--- src/rtl/multicycle_control_fsm.sv ---
// Multi-cycle MIPS main control FSM: FETCH/DECODE/EXEC/MEM/WB sequencing.
// Outputs decode from the current state (plus mem_ack/zero gating); memory waits trap after MEM_TIMEOUT cycles.
module multicycle_control_fsm #(
  parameter int MEM_TIMEOUT = 16
) (
  input  logic       clk,
  input  logic       reset,
  input  logic [5:0] opcode,
  input  logic       zero,
  input  logic       mem_ack,
  output logic       mem_req,
  output logic       mem_we,
  output logic       i_or_d,
  output logic       ir_write,
  output logic       pc_write,
  output logic       reg_write,
  output logic       reg_dst,
  output logic       mem_to_reg,
  output logic       alu_src_a,
  output logic [1:0] alu_src_b,
  output logic [1:0] pc_source,
  output logic [2:0] alu_op,
  output logic [3:0] state_o,
  output logic       instr_done,
  output logic       illegal_op,
  output logic       mem_timeout
);

  typedef enum logic [3:0] {
    IDLE     = 4'd0,  FETCH    = 4'd1,  DECODE   = 4'd2,  EXEC_R   = 4'd3,
    EXEC_I   = 4'd4,  MEM_ADDR = 4'd5,  MEM_RD   = 4'd6,  MEM_WR   = 4'd7,
    WB_R     = 4'd8,  WB_I     = 4'd9,  WB_MEM   = 4'd10, BRANCH   = 4'd11,
    JUMP     = 4'd12, TRAP     = 4'd13
  } state_t;

  localparam logic [7:0] TO_LAST = 8'(MEM_TIMEOUT - 1);

  state_t     state_q, state_d;
  logic [7:0] cnt_q, cnt_d;
  logic       illegal_q, illegal_d;
  logic       timeout_q, timeout_d;
  logic       wait_st;
  logic       to_hit;

  always_ff @(posedge clk or posedge reset) begin
    if (reset) begin
      state_q   <= IDLE;
      cnt_q     <= 8'd0;
      illegal_q <= 1'b0;
      timeout_q <= 1'b0;
    end else begin
      state_q   <= state_d;
      cnt_q     <= cnt_d;
      illegal_q <= illegal_d;
      timeout_q <= timeout_d;
    end
  end

  assign wait_st = (state_q == FETCH) || (state_q == MEM_RD) || (state_q == MEM_WR);
  // An ack on the last allowed cycle takes priority over the trap.
  assign to_hit  = (cnt_q == TO_LAST) && !mem_ack;

  always_comb begin
    state_d    = state_q;
    mem_req    = 1'b0;
    mem_we     = 1'b0;
    i_or_d     = 1'b0;
    ir_write   = 1'b0;
    pc_write   = 1'b0;
    reg_write  = 1'b0;
    reg_dst    = 1'b0;
    mem_to_reg = 1'b0;
    alu_src_a  = 1'b0;
    alu_src_b  = 2'b00;
    pc_source  = 2'b00;
    alu_op     = 3'b100;
    instr_done = 1'b0;
    case (state_q)
      IDLE: state_d = FETCH;
      FETCH: begin
        mem_req   = 1'b1;
        alu_src_b = 2'b01;
        ir_write  = mem_ack;
        pc_write  = mem_ack;
        if (mem_ack)     state_d = DECODE;
        else if (to_hit) state_d = TRAP;
      end
      DECODE: begin
        alu_src_b = 2'b11;
        case (opcode)
          6'b000000:                                  state_d = EXEC_R;
          6'b001000, 6'b001100, 6'b001101, 6'b001111: state_d = EXEC_I;
          6'b100011, 6'b101011:                       state_d = MEM_ADDR;
          6'b000100, 6'b000101:                       state_d = BRANCH;
          6'b000010:                                  state_d = JUMP;
          default:                                    state_d = TRAP;
        endcase
      end
      EXEC_R: begin
        alu_src_a = 1'b1;
        alu_op    = 3'b111;
        state_d   = WB_R;
      end
      EXEC_I: begin
        alu_src_a = 1'b1;
        alu_src_b = 2'b10;
        case (opcode)
          6'b001100: alu_op = 3'b110;
          6'b001101: alu_op = 3'b101;
          6'b001111: alu_op = 3'b000;
          default:   alu_op = 3'b100;
        endcase
        state_d = WB_I;
      end
      MEM_ADDR: begin
        alu_src_a = 1'b1;
        alu_src_b = 2'b10;
        alu_op    = (opcode == 6'b101011) ? 3'b011 : 3'b010;
        state_d   = (opcode == 6'b101011) ? MEM_WR : MEM_RD;
      end
      MEM_RD: begin
        mem_req = 1'b1;
        i_or_d  = 1'b1;
        if (mem_ack)     state_d = WB_MEM;
        else if (to_hit) state_d = TRAP;
      end
      MEM_WR: begin
        mem_req    = 1'b1;
        mem_we     = 1'b1;
        i_or_d     = 1'b1;
        instr_done = mem_ack;
        if (mem_ack)     state_d = FETCH;
        else if (to_hit) state_d = TRAP;
      end
      WB_R: begin
        reg_write  = 1'b1;
        reg_dst    = 1'b1;
        instr_done = 1'b1;
        state_d    = FETCH;
      end
      WB_I: begin
        reg_write  = 1'b1;
        instr_done = 1'b1;
        state_d    = FETCH;
      end
      WB_MEM: begin
        reg_write  = 1'b1;
        mem_to_reg = 1'b1;
        instr_done = 1'b1;
        state_d    = FETCH;
      end
      BRANCH: begin
        alu_src_a  = 1'b1;
        alu_op     = 3'b001;
        pc_source  = 2'b01;
        pc_write   = (opcode == 6'b000101) ? !zero : zero;
        instr_done = 1'b1;
        state_d    = FETCH;
      end
      JUMP: begin
        pc_source  = 2'b10;
        pc_write   = 1'b1;
        instr_done = 1'b1;
        state_d    = FETCH;
      end
      TRAP:    state_d = TRAP;
      default: state_d = IDLE;
    endcase
  end

  always_comb begin
    cnt_d = cnt_q;
    if (state_d != state_q)
      cnt_d = 8'd0;
    else if (wait_st && !mem_ack)
      cnt_d = 8'(cnt_q + 8'd1);
  end

  assign illegal_d = illegal_q || ((state_q == DECODE) && (state_d == TRAP));
  assign timeout_d = timeout_q || (wait_st && (state_d == TRAP));

  assign state_o     = state_q;
  assign illegal_op  = illegal_q;
  assign mem_timeout = timeout_q;

endmodule
--- config.mk ---
export PLATFORM = sky130hd
export DESIGN_NAME = multicycle_control_fsm
export DESIGN_NICKNAME = d
export VERILOG_FILES = /design/src/rtl/multicycle_control_fsm.sv
export SDC_FILE = /design/constraint.sdc
export NUM_CORES = 1
export LEC_CHECK = 0
export ABC_AREA = 1
export CORE_ASPECT_RATIO = 1.2
export CORE_UTILIZATION = 45
export DETAILED_ROUTE_END_ITERATION = 7
export GPL_TIMING_DRIVEN = 1
export PLACE_DENSITY = 0.73
export SLEW_MARGIN = 20
export SYNTH_ARGS = -nofsm -noshare
export SYNTH_HDL_FRONTEND = slang
export SYNTH_SLANG_ARGS = --single-unit
--- constraint.sdc ---
create_clock -name clk -period 2.25 [get_ports clk]
set_input_delay 0.45 -clock clk [delete_from_list [all_inputs] [get_ports clk]]
set_output_delay 0.45 -clock clk [all_outputs]
set_load 0.1 [all_outputs]
* Word-level counts from Yosys, hierarchy flattened
Index checks and enable logic that the tools add are counted.
Cells by class: eq/ne operators 25, add/sub/neg operators 1, reductions and logical operators 23, mux-type cells 25
Operators by type and width (number):
- 4-bit one-hot mux with 9 select lines | 1
- 4-bit == test (second input constant) | 7
- 6-bit by 4-bit == test with 1-bit output (second input constant) | 4
- 4-bit one-hot mux with 5 select lines | 1
- 4-bit by 3-bit == test with 1-bit output (second input constant) | 4
- 4-bit 2-to-1 mux | 4
- 8-bit 2-to-1 mux | 2
- 6-bit by 3-bit == test with 1-bit output (second input constant) | 2
- 6-bit == test (second input constant) | 2
- 3-bit one-hot mux with 4 select lines | 1
- 1-bit 2-to-1 mux | 11
- 3-bit one-hot mux with 3 select lines | 1
- 8-bit by 1-bit adder with 8-bit output (second input constant) | 1
- 4-bit by 2-bit == test with 1-bit output (second input constant) | 2
- 8-bit by 4-bit == test with 1-bit output (second input constant) | 1
- 2-bit OR reduction | 4
- 4-bit OR reduction | 2
- 6-bit by 2-bit == test with 1-bit output (second input constant) | 1
- 6-bit logical NOT | 1
- 2-bit one-hot mux with 3 select lines | 1
- 3-bit OR reduction | 2
- 6-bit OR reduction | 1
- 5-bit OR reduction | 1
- 4-bit by 1-bit == test with 1-bit output (second input constant) | 1
- other kinds (9) | 16
Storage, ports and cells: bits in registers 14, word-level logic and storage cells 78, output and inout port bits 23

* Depth between registers and ports, before layout
Gate-level depths: netlist of run 1.
depth after elaboration 8, gate-level depth with buffers 14, depth with buffers taken out 13

* Least setup slack after synthesis of run 1
Ideal clock, no wire load.
path kind reg-to-output, from register state_q[2] (netlist: state_o[2]), to output alu_op[1], cell stages (with the launch flop) 6, buffers on the path 1, slack -3.147 ns, data arrival time 4.947 ns, required time 1.800 ns, path through dfrtp_1 -> buf_6 -> inv_2 -> nor2_4 -> nand3_1 -> o311ai_0
Between the ends: cells in the longest elaborated chain, start to end 2
Ends and longest elaborated chain:
- start: declaration | RTL line 38 | state_t state_q, state_d;
- start signal: assignment | RTL line 52 | state_q <= state_d;
- 4-bit == test (tied with other cells) | RTL line 78 | case (state_q)
- 3-bit one-hot mux with 4 select lines * | RTL line 78
- end: declaration | RTL line 22 | output logic [2:0] alu_op,
Every way passes the cells marked *; elsewhere a longest branch is shown, timed or not.

* Final worst setup path of run 1
from register state_q[2] (netlist: state_o[2]), to output pc_write
Between the ends: cells in the longest elaborated chain, start to end 2
Ends and longest elaborated chain:
- 4-bit == test / 4-bit by 1-bit == test with 1-bit output (equally long branches) | RTL line 78
- 1-bit one-hot mux with 3 select lines * | RTL line 78
- end: declaration | RTL line 15 | output logic pc_write,
Marks and branches as above.

==> results of run 1 <==
layout by cell type (no fill, tap or decap), types with 4 or more instances in the layout:
cell type / instances
nand3_1: 14
nand2_1: 40
dfrtp_1: 10
inv_4: 4
nand2_4: 5
buf_12: 17
dfrtp_4: 4
inv_1: 23
nand2_2: 9
xor2_1: 8
nor2_1: 19
nor2_2: 5
nand3_2: 5
inv_2: 5
nor2_4: 9
buf_4: 18
stage by stage:
step	total power [mW]	instances	TNS [ps]
2_1_floorplan	2.19	187	-2780
6_report	3.16	266	0
4_1_cts	3.12	265	-20.5
3_3_place_gp	2.88	259	-189
3_5_place_dp	2.89	259	-680
5_1_grt	3.27	266	0
kinds of logic after synthesis:
kind of cell / count (synthesis)
flops: 14
xor+xnor: 8
buf+inv: 34
simple gates: 117
compound gates: 13
fa+ha+maj: 1
repair_timing:
action	CTS	global route
hold buffers	0	0
pin swaps	2	5
setup endpoints to repair	4	7
buffers inserted	2	1
resized for setup	11	11
registers in the layout, summed over array words and instances, names as in the netlist:
name and count:
state_o 4, mem_timeout 1, illegal_op 1, cnt_q 8
metal layers:
metal,wire length (um),GRT usage
met1,1480,0.282
met2,2110,0.518
met3,96,0.0356
met4,108,0.0857
met5,0,0
layout make-up:
| cell class | instances | area [um2] | area share |
|---|---|---|---|
| Multi-Input combinational cell | 139 | 938 | 0.451 |
| Sequential cell | 14 | 365 | 0.176 |
| Timing Repair Buffer | 44 | 569 | 0.274 |
| Tap cell | 33 | 41.3 | 0.0198 |
| Clock buffer | 4 | 36.3 | 0.0174 |
| Inverter | 32 | 130 | 0.0625 |
where the power goes:
| group | internal [mW] | switching (mW) | total (mW) | leakage, nW |
|---|---|---|---|---|
| combinational | 0.788 | 1.80 | 2.58 | 0.825 |
| sequential | 0.305 | 0.0873 | 0.392 | 0.175 |
| clock | 0.0985 | 0.0826 | 0.181 | 0.0210 |
path summary, 6_finish.rpt:
kind,to,slack (ps),cells after the start
worst max register to register,cnt_q[5],240,15
worst min-delay path,illegal_op,490,2
worst max-delay path,pc_write,50,7
min in group asynchronous,state_o[3],500,2
worst min register to register,illegal_op,490,2
max in group asynchronous,state_o[1],1360,2
tightest hold or removal path, stage by stage (launching register included):
cell     delay (ps)
dfrtp_1         350
inv_1            40
nand2_1          60
==> results.sh, run 1 <==
export IMPL_clockRootBuffer="clkbuf_4"
export IMPL_startpoint="state_o[2]"
export IMPL_synth_area_top_cells="dfrtp_1 (28%), nand2_1 (14%), inv_1 (8.4%)"
export IMPL_cts_sinks=14
export IMPL_relSlewSlack=0.648
export IMPL_synthMuxAreaShare=0
export IMPL_grt_antenna_before_repair=0
export IMPL_start_util=0.484
export IMPL_cts_buffers=3
export IMPL_grt_pass1_vias=1379
export IMPL_utilization=0.807
export IMPL_nets=245
export IMPL_drt_wl_total_um=3800
export IMPL_crit_chain="buf_4, nor2_4, inv_2, nor2_4, inv_2, o221ai_4, buf_12"
export IMPL_portBuffers=32
export IMPL_status="finished clean"
export IMPL_num_rows=20
export IMPL_synth_common_cells="nand2_1 (45), inv_1 (28), nor2_1 (27)"
export IMPL_fp_dieH_um=59.7
export IMPL_synth_largest_area_cell="dfrtp_1"
export IMPL_synth_area_per_cell_um2=6.67
export IMPL_vias=1400
export IMPL_drt_wirelength_per_cell_um=14.3
export IMPL_slowest_stage="dfrtp_4"
export IMPL_leakage_nw=1.02
export IMPL_worst_slew_pin_slew_ps=527
export IMPL_critPathTopFamily="flip-flops"
export IMPL_slowest_delay_ps=540
export IMPL_synth_seq_cells=14
export IMPL_min_delay_start="illegal_op"
export IMPL_min_delay_path_class="reg2reg"
export IMPL_grt_pass1_wl_um=5890
export IMPL_clk_latency_ps=280
export IMPL_dieArea_um2=2990
export IMPL_yosysMostFrequentCell="nand2_1"
export IMPL_async_flop_share=1.00
export IMPL_slew_viol_final=0
export IMPL_dp_hpwl_um=2920
export IMPL_synth_compound_area_share=0.0702
export IMPL_fin_crit_ps=2200
export IMPL_critical_path_class="reg2out"
export IMPL_synth_main_ff_cell="dfrtp_1"
export IMPL_worst_slack_ps=50.4
export IMPL_maxCapViolCount=0
export IMPL_clock_skew_ps=1.12
export IMPL_synth_top_area_share=0.281
export IMPL_die_width_um=50.1
export IMPL_drc=0
export IMPL_setup_viol=0
export IMPL_core_area_um2=2580
export IMPL_powerDensity_nw_per_um2=1520
export IMPL_gp_congestion=0.869
export IMPL_synth_edf_count=0
export IMPL_cp_required_ps=1800
export IMPL_nFillCells=170
export IMPL_final_area_um2=2080
export IMPL_cp_max_fo=6
export IMPL_synth_simple_gate_area_frac=0.471
export IMPL_synth_top_family_by_area="simple AND/OR/NAND/NOR gates"
export IMPL_ant_nets=0
export IMPL_io_pins=33
export IMPL_synth_distinct_cells=30
export IMPL_ys_seq_area_frac=0.281
export IMPL_rsz0062_at_grt="false"
export IMPL_synth_xor_area_frac=0.0562
export IMPL_finalCritPeriodShare=0.978
export IMPL_endpoint_kind="primary output"
export IMPL_fmax_mhz=455
export IMPL_syn_nets=198
export IMPL_synth_fa_ha_area_frac=0.0100
export IMPL_syn2layout_area_growth_pct=66.8
export IMPL_n_antenna_cell=0
export IMPL_final_layout_size_suffix_gt1_frac=0.412
export IMPL_cts_tree="built"
export IMPL_clk_path_buf_depth=2
export IMPL_dpl_worst_slack_ps=-131
export IMPL_hold_violations=0
export IMPL_yosys_warnings=0
export IMPL_hold_ws_ps=488
export IMPL_worstReg2RegStart="state_o[2]"
export IMPL_drtIter0Drc=32
export IMPL_vias_per_cell=5.26
export IMPL_drt_pre_antenna_iters=4
export IMPL_start_kind="register"
export IMPL_grt_overflow=0
export IMPL_crit_arrival_ps=1750
export IMPL_htreeDepth=1
export IMPL_clk_pin_slew_worst_paths_ps=80
export IMPL_syn_inst=187
export IMPL_grt_max_degree=15
export IMPL_path_buf_inv=4
export IMPL_mappedNetlistArea_um2=1250
export IMPL_grt_use_total=0.262
export IMPL_placed_area_um2=1950
export IMPL_ir_drop_v=0.00196
(Power assumes the default switching activity.)
==> run 2, diff against run 1 <==
CORE_UTILIZATION = 52   (was 45)
PLACE_DENSITY = 0.83   (was 0.73)
==> run 2 against run 1 <==
  * The run now ends with setup timing left
  * Cell count unchanged
  * Non-clock buffer count increased by 2
  * Sequential share of layout area about the same
  * Clock skew increased by 0.70 ps
  * Critical path depth unchanged
  * First-iteration DRC count increased to 2.9 times the previous value
==> results.sh, run 2 (synthesis results as in run 1) <==
export IMPL_clock_skew_ps=1.82
export IMPL_fp_dieH_um=55.7
export IMPL_final_common_cell="nand2_1"
export IMPL_powerDensity_nw_per_um2=1580
export IMPL_vias=1590
export IMPL_slew_viol_final=0
export IMPL_ant_nets=0
export IMPL_grt_pass1_wl_um=6440
export IMPL_crit_arrival_ps=1870
export IMPL_cp_max_fo=7
export IMPL_dpl_worst_slack_ps=-97.4
export IMPL_fmax_mhz=431
export IMPL_maxCapViolCount=0
export IMPL_relSlewSlack=0.644
export IMPL_hold_violations=0
export IMPL_dieArea_um2=2600
export IMPL_portBuffers=32
export IMPL_worstReg2RegStart="state_o[2]"
export IMPL_cts_buffers=3
export IMPL_worst_slack_ps=-71.6
export IMPL_wl_met1_um=1670
export IMPL_min_delay_path_class="reg2reg"
export IMPL_drt_pre_antenna_iters=5
export IMPL_ir_drop_v=0.00204
export IMPL_cp_required_ps=1800
export IMPL_htreeDepth=1
export IMPL_leakage_nw=1.01
export IMPL_hold_ws_ps=495
export IMPL_wl_met3_um=355
export IMPL_placed_area_um2=1950
export IMPL_n_antenna_cell=0
export IMPL_critical_path_class="reg2out"
export IMPL_min_path_cells=2
export IMPL_ctsHoldBuffers=0
export IMPL_io_pins=33
export IMPL_clk_pin_slew_worst_paths_ps=80
export IMPL_top_register="cnt_q"
export IMPL_min_to="illegal_op"
export IMPL_drc=0
export IMPL_final_cell_mix="nand2_1 (40), inv_1 (23), nor2_1 (19), buf_4 (19), buf_12 (18)"
export IMPL_syn2layout_area_growth_pct=66.6
export IMPL_reg2reg_depth=11
export IMPL_nFillCells=97
export IMPL_min_delay_start="illegal_op"
export IMPL_worst_slew_pin_slew_ps=534
export IMPL_setup_viol=3
export IMPL_start_util=0.547
export IMPL_drtIter0Drc=94
export IMPL_fin_crit_ps=2320
export IMPL_start_kind="register"
export IMPL_drt_wl_total_um=4840
export IMPL_nets=247
export IMPL_final_area_um2=2080
export IMPL_routed_top_layer="met4"
export IMPL_clk_latency_ps=300
export IMPL_drt_wirelength_per_cell_um=18.2
export IMPL_grt_pass1_vias=1524
export IMPL_grt_max_degree=15
export IMPL_multiInputGateArea_um2=922
export IMPL_reg2reg_to="cnt_q[6]"
export IMPL_cts_sinks=14
export IMPL_gp_congestion=0.886
export IMPL_die_width_um=46.7
export IMPL_grt_use_total=0.340
export IMPL_final_setup_tns_ps=-194
export IMPL_final_layout_size_suffix_gt1_frac=0.409
export IMPL_grt_overflow=0
export IMPL_num_rows=19
export IMPL_largest_reg_flops=8
export IMPL_status="complete, but fails checks"
export IMPL_r2r_setup_slack_ps=100
export IMPL_grt_antenna_before_repair=0
export IMPL_cts_tree="built"
export IMPL_clk_path_buf_depth=2
export IMPL_rsz0062_at_grt="true"
export IMPL_endpoint_kind="primary output"
export IMPL_wl_met2_um=2550
export IMPL_clockRootBuffer="clkbuf_4"
export IMPL_failed_checks="setup timing"
export IMPL_finalCritPeriodShare=1.03
export IMPL_layout_area_seq_um2=365
export IMPL_vias_per_cell=5.98
export IMPL_core_area_um2=2280
export IMPL_dp_hpwl_um=3060
## run 2: worst max path at each step
stage                           from      endpoint  slack (ps)
final                     state_o[2]  alu_src_b[1]         -70
after global placement     opcode[2]      pc_write         -30
after detailed placement   opcode[5]      pc_write        -100
after CTS                 state_o[1]     alu_op[0]           3
after floorplan           state_o[1]    instr_done        -910
after global routing      state_o[2]  alu_src_b[1]        -150
## run 2: worst max-delay path: stages (launching register included)
cell and delay (ps):
dfrtp_4 530, buf_12 160, nor2_2 200, inv_1 130
nor2_4 180, inv_1 100, nand2_2 90, buf_12 170
## run 2: metal layers
metal	up-vias	track usage
met3	39	0.0779
met4	0	0.192
met2	118	0.577
met5	-	0
li1	689	-
met1	744	0.363
## run 2: area by class of cell
class / instances / area share
inverters: 32 / 0.0626
multi-input cells: 139 / 0.444
clock buffers: 4 / 0.0175
repair buffers: 46 / 0.282
well taps: 31 / 0.0187
flip-flops and latches: 14 / 0.176
## run 2: where the power goes
| group | leakage (nW) | total, mW | internal [mW] | switching (mW) |
|---|---|---|---|---|
| sequential | 0.175 | 0.391 | 0.305 | 0.0861 |
| clock | 0.0210 | 0.193 | 0.0991 | 0.0937 |
| combinational | 0.811 | 2.69 | 0.817 | 1.88 |
## run 2: repair_timing
action,4_1_cts,5_1_grt
buffers inserted,0,5
gates cloned,0,0
endpoints found under the setup margin,5,6
pin swaps,5,3
resized for setup,15,3
## run 2: through the flow
stage | power [mW] | utilization | cells
floorplan | 2.19 | - | 187
global placement | 2.87 | 0.855 | 257
detailed placement | 2.90 | 0.855 | 257
CTS | 3.12 | 0.884 | 261
global route | 3.37 | 0.911 | 266
finish | 3.28 | 0.911 | 266
==> run 3, diff against run 2 <==
SETUP_SLACK_MARGIN = 0.2   (was not set)
==> run 3 against run 2 <==
  * Synthesized area did not move
  * The run now fails in global routing
  * Synthesized cell count stayed put
==> results.sh, run 3 <==
export IMPL_status="stopped before the end"
export IMPL_stop_stage="global routing"
export IMPL_firstError="[ERROR DPL-0038] Utilization greater than 100%, impossible to legalize"
export IMPL_synth_area_per_cell_um2=6.67
export IMPL_io_pins=33
export IMPL_htreeDepth=1
export IMPL_gp_congestion=0.893
export IMPL_portBuffers=32
export IMPL_syn_nets=198
export IMPL_num_rows=19
export IMPL_ctsHoldBuffers=0
export IMPL_dp_hpwl_um=2920
export IMPL_synth_edf_count=0
export IMPL_mappedNetlistArea_um2=1250
export IMPL_synth_seq_cells=14
export IMPL_placed_area_um2=1970
export IMPL_dpl_cell_count=256
export IMPL_yosysMostFrequentCell="nand2_1"
export IMPL_start_util=0.547
export IMPL_synth_top_area_share=0.281
export IMPL_synth_largest_area_cell="dfrtp_1"
export IMPL_synth_common_cells="nand2_1 (45), inv_1 (28), nor2_1 (27)"
export IMPL_async_flop_share=1.00
export IMPL_cts_sinks=14
export IMPL_fp_dieH_um=55.7
export IMPL_yosys_warnings=0
export IMPL_worst_path_end_type="output port"
export IMPL_clockRootBuffer="clkbuf_4"
export IMPL_die_width_um=46.7
export IMPL_ys_seq_area_frac=0.281
export IMPL_synth_main_ff_cell="dfrtp_1"
export IMPL_syn_inst=187
export IMPL_clk_path_buf_depth=2
export IMPL_grt_max_degree=15
export IMPL_postGrtWorstEndpoint="alu_op[2]"
export IMPL_synth_area_top_cells="dfrtp_1 (28%), nand2_1 (14%), inv_1 (8.4%)"
export IMPL_cts_buffers=3
export IMPL_synth_distinct_cells=30
-- run 3: logic make-up after synthesis --
family | synth area share
AOI/OAI and AO/OA | 0.0702
xor gates and xnor gates | 0.0562
adders and majority gates | 0.0100
buffers and inverters | 0.111
DFF | 0.281
and+or+nand+nor | 0.471
-- run 3: what timing repair did --
action,in CTS
buffers inserted,15
endpoints found under the setup margin,8
pin swaps,15
resized for setup,30
-- run 3: stage by stage --
stage / utilization / setup WS, ps
after CTS: 0.967 / 114
after detailed placement: 0.862 / -173
after global placement: 0.862 / -67.3
after floorplan: - / -911
==> run 4, diff against run 3 <==
CORE_AREA = 2 2 63 65   (was not set)
CORE_ASPECT_RATIO = not set   (was 1.2)
CORE_UTILIZATION = not set   (was 52)
DIE_AREA = 0 0 65 67   (was not set)
PLACE_DENSITY = not set   (was 0.83)
PLACE_DENSITY_LB_ADDON = 0.15   (was not set)
SETUP_SLACK_MARGIN = not set   (was 0.2)
==> run 4 against run 3 <==
  * The run now ends clean
==> results.sh, run 4 (synthesis results as in run 1) <==
export IMPL_status="finished clean"
export IMPL_slew_viol_final=0
export IMPL_io_pins=33
export IMPL_cp_required_ps=1800
export IMPL_drtIter0Drc=33
export IMPL_num_rows=22
export IMPL_r2r_setup_slack_ps=370
export IMPL_fp_dieH_um=67
export IMPL_core_area_um2=3610
export IMPL_drt_pre_antenna_iters=4
export IMPL_grt_pass1_vias=1250
export IMPL_fmax_mhz=463
export IMPL_critPathTopFamily="flip-flops"
export IMPL_cts_buffers=3
export IMPL_portBuffers=32
export IMPL_final_common_cell="nand2_1"
export IMPL_ant_nets=0
export IMPL_worstReg2RegStart="state_o[2]"
export IMPL_final_layout_size_suffix_gt1_frac=0.404
export IMPL_powerDensity_nw_per_um2=1520
export IMPL_htreeDepth=1
export IMPL_drt_wirelength_per_cell_um=12.1
export IMPL_min_delay_path_class="reg2reg"
export IMPL_worst_slew_pin_slew_ps=554
export IMPL_min_delay_start="illegal_op"
export IMPL_wl_met3_um=99
export IMPL_total_power_mw=3.20
export IMPL_final_area_um2=2100
export IMPL_worst_slack_ps=88.8
export IMPL_slowest_delay_ps=530
export IMPL_dieArea_um2=4360
export IMPL_endpoint_kind="primary output"
export IMPL_largest_reg_flops=8
export IMPL_top_register="cnt_q"
export IMPL_vias=1329
export IMPL_min_to="illegal_op"
export IMPL_final_setup_tns_ps=0
export IMPL_drc=0
export IMPL_vias_per_cell=4.70
export IMPL_slowest_stage="dfrtp_4"
export IMPL_crit_arrival_ps=1710
export IMPL_path_buf_inv=4
export IMPL_reg2reg_to="cnt_q[1]"
export IMPL_clk_path_buf_depth=2
export IMPL_start_kind="register"
export IMPL_routed_top_layer="met4"
export IMPL_cts_sinks=14
export IMPL_setup_viol=0
export IMPL_dp_hpwl_um=2870
export IMPL_n_antenna_cell=0
export IMPL_reg2reg_depth=14
export IMPL_cts_tree="built"
export IMPL_leakage_nw=1.01
export IMPL_clk_latency_ps=250
export IMPL_grt_overflow=0
export IMPL_grt_use_total=0.172
export IMPL_relSlewSlack=0.630
export IMPL_dpl_worst_slack_ps=-108
export IMPL_clockRootBuffer="clkbuf_8"
export IMPL_grt_antenna_before_repair=0
export IMPL_drt_wl_total_um=3430
export IMPL_fin_crit_ps=2160
export IMPL_ctsHoldBuffers=0
export IMPL_nets=247
export IMPL_critical_path_class="reg2out"
export IMPL_maxCapViolCount=0
export IMPL_grt_max_degree=15
export IMPL_hold_violations=0
export IMPL_wl_met2_um=1660
export IMPL_placed_area_um2=2000
export IMPL_ir_drop_v=0.000606
export IMPL_start_util=0.346
export IMPL_gp_congestion=0.855
export IMPL_clock_skew_ps=4.18
export IMPL_finalCritPeriodShare=0.961
export IMPL_die_width_um=65
export IMPL_syn2layout_area_growth_pct=68.4
export IMPL_cp_max_fo=6
export IMPL_final_cell_mix="nand2_1 (41), inv_1 (23), nor2_1 (20), buf_4 (20), buf_12 (17)"
export IMPL_crit_chain="buf_4, nor2_4, inv_2, nor2_4, inv_2, o221ai_4, buf_12"
export IMPL_min_path_cells=2
export IMPL_grt_pass1_wl_um=5820
export IMPL_clk_pin_slew_worst_paths_ps=60
export IMPL_wl_met1_um=1660
export IMPL_utilization=0.583
## run 4: what timing repair did
item	CTS	global route
resized for setup	11	4
buffers inserted	1	0
setup endpoints to repair	4	4
pin swaps	5	3
## run 4: worst max path at each step
stage / from / end / slack [ps] / cells past startpoint
2_1_floorplan: state_o[1] / instr_done / -910 / 6
3_3_place_gp: opcode[5] / alu_op[2] / -70 / 6
3_5_place_dp: opcode[2] / pc_write / -110 / 7
4_1_cts: opcode[0] / alu_op[1] / 9 / 5
5_1_grt: state_o[2] / alu_op[0] / -2 / 7
6_report: state_o[2] / pc_write / 90 / 7
## run 4: worst reg2reg max path: stages, from the launching register on
cell,delay (ps)
dfrtp_4,530
buf_4,180
nand2_1,60
inv_1,70
nand2_4,70
nand2_4,100
nand2_4,110
nand2_2,50
nand2_2,80
nand2_2,70
nand2_2,60
nand2_2,40
nor2_2,130
nand3_4,130
nor2_1,120
## run 4: per-stage QoR
step	hold WS, ps	instances
2_1_floorplan	339	187
3_3_place_gp	453	278
3_5_place_dp	450	278
4_1_cts	477	283
5_1_grt	506	283
6_report	475	283
## run 4: routing by layer
metal | vias to the layer above | track usage
li1 | 684 | -
met1 | 622 | 0.244
met2 | 21 | 0.278
met3 | 2 | 0.0355
met4 | 0 | 0.0186
met5 | - | 0
## run 4: final cells by class
class                           instances  area, um2
Clock buffer                            4       55.1
Fill cell                             334       1510
Inverter                               32        128
Multi-Input combinational cell        139        916
Sequential cell                        14        365
Tap cell                               48       60.1
Timing Repair Buffer                   46        577
## run 4: where the power goes
part / internal [mW] / switching (mW) / leakage [nW]
Sequential: 0.305 / 0.0720 / 0.175
Clock: 0.155 / 0.0932 / 0.0288
Combinational: 0.808 / 1.77 / 0.807
Total: 1.27 / 1.93 / 1.01
